File: config.mk
export PLATFORM = sky130hd
export DESIGN_NAME = pipe_ctrl
export DESIGN_NICKNAME = d
export VERILOG_FILES = /design/src/rtl/pipe_ctrl.sv
export SDC_FILE = /design/constraint.sdc
export NUM_CORES = 1
export LEC_CHECK = 0
export ABC_AREA = 1
export BUFFER_PORTS_ARGS = -buffer_cell sky130_fd_sc_hd__buf_2
export CORE_MARGIN = 2
export CORE_UTILIZATION = 47
export CTS_BUF_LIST = sky130_fd_sc_hd__clkbuf_8
export CTS_CLUSTER_DIAMETER = 100
export CTS_CLUSTER_SIZE = 16
export DETAILED_ROUTE_END_ITERATION = 10
export GPL_TIMING_DRIVEN = 0
export PLACE_DENSITY = 0.87
export SYNTH_ARGS = -nofsm -noshare
export SYNTH_HDL_FRONTEND = slang
export SYNTH_SLANG_ARGS = --single-unit
File: constraint.sdc
create_clock -name clk -period 1.3 [get_ports clk]
set_clock_uncertainty 0.1 [all_clocks]
set_input_delay 0.13 -clock clk [delete_from_list [all_inputs] [get_ports clk]]
set_output_delay 0.13 -clock clk [all_outputs]
set_load 0.03 [all_outputs]
File: src/rtl/pipe_ctrl.sv
// Pipeline hazard controller: per-segment stall/refresh generation, multi-cycle
// MDU occupancy tracking, and discard of the instruction beat orphaned by a flush.
module pipe_ctrl #(
    parameter int unsigned MUL_LAT = 4,
    parameter int unsigned DIV_LAT = 33
) (
    input  logic clk,
    input  logic reset,
    input  logic exc_flush,
    input  logic data_wait,
    input  logic ex_mdu_start,
    input  logic ex_mdu_div,
    input  logic id_load_use,
    input  logic inst_wait,
    input  logic inst_data_ok,
    output logic if_stall,
    output logic id_stall,
    output logic ex_stall,
    output logic wb_stall,
    output logic id_refresh,
    output logic ex_refresh,
    output logic wb_refresh,
    output logic inst_discard,
    output logic mdu_busy,
    output logic mdu_done
);

    localparam int unsigned CNT_W = 6;
    localparam logic [CNT_W-1:0] MUL_LAST = CNT_W'(MUL_LAT - 1);
    localparam logic [CNT_W-1:0] DIV_LAST = CNT_W'(DIV_LAT - 1);

    typedef enum logic [1:0] {
        RUN   = 2'd0,
        MDU   = 2'd1,
        FLUSH = 2'd2
    } state_e;

    state_e           state_q, state_d;
    logic [CNT_W-1:0] cnt_q, cnt_d;
    logic [CNT_W-1:0] mdu_last;

    assign mdu_last = ex_mdu_div ? DIV_LAST : MUL_LAST;

    // State and occupancy counter
    always_ff @(posedge clk) begin
        if (reset) begin
            state_q <= RUN;
            cnt_q   <= '0;
        end else begin
            state_q <= state_d;
            cnt_q   <= cnt_d;
        end
    end

    // Next state and combinational hazard outputs
    always_comb begin
        state_d      = state_q;
        cnt_d        = cnt_q;
        if_stall     = 1'b0;
        id_stall     = 1'b0;
        ex_stall     = 1'b0;
        wb_stall     = 1'b0;
        id_refresh   = 1'b0;
        ex_refresh   = 1'b0;
        wb_refresh   = 1'b0;
        inst_discard = 1'b0;
        mdu_busy     = 1'b0;
        mdu_done     = 1'b0;

        if (reset) begin
            id_refresh = 1'b1;
            ex_refresh = 1'b1;
            wb_refresh = 1'b1;
            state_d    = RUN;
            cnt_d      = '0;
        end else if (exc_flush) begin
            id_refresh = 1'b1;
            ex_refresh = 1'b1;
            wb_refresh = 1'b1;
            cnt_d      = '0;
            if (state_q == FLUSH) begin
                // Still waiting for the orphaned beat of the earlier flush
                inst_discard = 1'b1;
                if_stall     = 1'b1;
                state_d      = FLUSH;
            end else begin
                inst_discard = inst_wait & inst_data_ok;
                state_d      = (inst_wait && !inst_data_ok) ? FLUSH : RUN;
            end
        end else begin
            case (state_q)
                RUN: begin
                    if (data_wait) begin
                        if_stall   = 1'b1;
                        id_stall   = 1'b1;
                        ex_stall   = 1'b1;
                        wb_refresh = 1'b1;
                    end else if (ex_mdu_start) begin
                        mdu_busy   = 1'b1;
                        if_stall   = 1'b1;
                        id_stall   = 1'b1;
                        ex_stall   = 1'b1;
                        wb_refresh = 1'b1;
                        cnt_d      = CNT_W'(1);
                        state_d    = MDU;
                    end else if (id_load_use) begin
                        if_stall   = 1'b1;
                        id_stall   = 1'b1;
                        ex_refresh = 1'b1;
                    end else if (inst_wait) begin
                        if_stall   = 1'b1;
                        id_refresh = 1'b1;
                    end
                end
                MDU: begin
                    mdu_busy = 1'b1;
                    if (cnt_q < mdu_last) begin
                        if_stall   = 1'b1;
                        id_stall   = 1'b1;
                        ex_stall   = 1'b1;
                        wb_refresh = 1'b1;
                        cnt_d      = cnt_q + CNT_W'(1);
                    end else begin
                        mdu_done = 1'b1;
                        cnt_d    = '0;
                        state_d  = RUN;
                    end
                end
                FLUSH: begin
                    inst_discard = 1'b1;
                    if_stall     = 1'b1;
                    id_refresh   = 1'b1;
                    if (inst_data_ok) begin
                        state_d = RUN;
                    end
                end
                default: begin
                    state_d = RUN;
                    cnt_d   = '0;
                end
            endcase
        end
    end

endmodule

==> results.ini <==
[outcome]
status=finished, violations left
violations=negative setup slack

[job]
cap_violations=0

[layout]
diodes=0
area_growth_pct=64.07
fillerInstances=65
drive_gt1_share_pct=54.03
fin_area_um2=1028
nNetsFinal=138

[worst_setup_path]
worst_setup_path_end_kind=output port
crit_family=simple AND/OR/NAND/NOR gates
cp_data_required_time_ns=1.07
worst-path-buf-inv=2
cp_cell_sequence=ha_4 > nand2_2 > nand2_2 > nor2_4 > nand3_4 > o21ai_2 > inv_2 > nor2_4 > buf_6
r2r_start=cnt_q[5]
critPathKind=register to output port
cpMaxStageDelayCell=dfxtp_2
slowest_delay_ns=0.34
critPathArrivalTime_ns=1.57
rrSetupSlack_ns=-0.26
start_kind=register
startpoint=cnt_q[5]
crit_path_max_fanout=4

[yosys]
synth_cells=97
synth_edf_count=0
synth_cell_types=24
syn_area_um2=626.9
syn_area_per_cell_um2=6.462
ys.flop_type=dfxtp_1
ys_ff_latch=8
synthArstFlopShare_pct=0
syn_nets=109
ys_seq_area_share_pct=25.55
yosysWarnings=0

[drt]
top_layer=met4
drc=0
first_pass_iters=4
routed_wl_um=1881
wl_met2_um=1002
ant_nets=0
drt-met1-wl_um=780
drt_iter0_markers=25
wl_per_cell_um=13.53
via_per_inst=5.396
met3_length_um=85
num_vias=750

[global_route]
grt_max_degree=8
antenna_found_initial=0
grt_pass1_vias=547
grt_overflow_total=0
track_usage_pct=20.71
grt_pass1_wl_um=2256

[timing]
rsz0062_at_grt=yes
fin_crit_ns=1.795
setup_violations=14
hold_viol_final=0
period_share_pct=138.1
fmax_mhz=557.1
timing.final.ws_setup_ns=-0.4951
setup_tns_ns=-4.029
maxSlewViolCount=0

[hold_path]
hp-class=input port to register
worstHoldStart=reset

[cts]
clockBufferDepth=2
clk_pin_slew_ns=0.04
clk_latency_ns=0.22
cts-buffers-inserted=3
clock_sinks=8
clockRootBuffer=clkbuf_8
htree_levels=1
cts_tree=built

[floorplan]
fp.coreArea_um2=1269
start_util_pct=49.41
io_pins=19
dieArea_um2=1642
num_rows=13
die_w_um=40.52
die_y_um=40.52

[placed_design]
place_congestion=0.7546
dp_hpwl_um=1046
io_buffer_count=17
dp_slack_ns=-0.3915
placed_area_um2=789.5

[power]
total_power_uw=769.7
vdd_drop_max_mv=0.6654
power_density_nw_per_um2=748.4
leakage_nw=0.4677

## cells by family after synthesis
logic type	after synthesis	share of synthesized area [%]
adders and majority gates	3	5.989
buffers and inverters	20	12.57
and+or+nand+nor	48	37.33
other	1	0.5982
DFF	8	25.55
xor gates and xnor gates	4	5.588
AOI/OAI and AO/OA	13	12.38
## final cells by class
cell class              count  area, µm²  area share [%]
multi-input cells          69      533.0           51.82
repair buffers             24      183.9           17.88
flip-flops and latches      8      170.2           16.54
inverters                  19      73.82           7.178
clock buffers               3      41.29           4.015
well taps                  15      18.77           1.825
plain buffers               1      7.507          0.7299
## flip-flops by register name (all words and copies together), names as in the netlist
| signal | flops |
|---|---|
| cnt_q | 6 |
| state_q | 2 |
## routing by layer
layer | vias up | global-route usage, %
li1 | 363 | -
met1 | 355 | 26.07
met2 | 30 | 36.11
met3 | 2 | 3.333
met4 | 0 | 5.000
met5 | - | 0
## final timing paths
kind                endpoint  depth (start not counted)
setup / recovery    ex_stall                          9
hold / removal    state_q[1]                          2
setup reg to reg    cnt_q[3]                          9
hold reg to reg   state_q[0]                          1
## report_power, final
part / total [mW] / internal [mW] / switching, mW / leakage, nW
Sequential: 0.259 / 0.250 / 0.00932 / 0.0672
Combinational: 0.224 / 0.0880 / 0.136 / 0.379
Clock: 0.287 / 0.200 / 0.0872 / 0.0216
## cell usage in the layout, fill, tap and decap left out, drive strengths merged, types with 3 or more instances in the layout
master   n
buf     24
inv     19
nor2    19
nand2   17
dfxtp    8
nand3    6
o21ai    5
a21oi    5
xor2     4
clkbuf   4
nand4    3
ha       3
## Yosys cell counts (2+ instances only)
| master | instances | area (µm²) |
|---|---|---|
| nand2_1 | 17 | 63.81 |
| xor2_1 | 4 | 35.03 |
| nor2_4 | 2 | 22.52 |
| nand3_1 | 5 | 25.02 |
| nand4_1 | 3 | 18.77 |
| nor2_1 | 14 | 52.55 |
| inv_2 | 4 | 15.01 |
| a21oi_1 | 4 | 20.02 |
| o21ai_0 | 4 | 20.02 |
| inv_1 | 15 | 56.30 |
| dfxtp_1 | 8 | 160.2 |
| ha_1 | 3 | 37.54 |
| nor2_2 | 3 | 18.77 |
## per-stage QoR
| step | util (%) | instances | hold WS (ns) |
|---|---|---|---|
| floorplan | - | 97 | 0.09907 |
| global placement | 62.23 | 129 | 0.2521 |
| detailed placement | 62.23 | 129 | 0.2528 |
| CTS | 73.57 | 135 | 0.03406 |
| global route | 81.07 | 139 | 0.04469 |
| finish | 81.07 | 139 | 0.03878 |
## timing repair
item                       in CTS  in global routing
gates resized for setup        27                 17
hold buffers                    0                  0
pin swaps                      11                  8
setup buffers                   3                  4
setup endpoints to repair      15                 15
(Power assumes the default switching activity.)
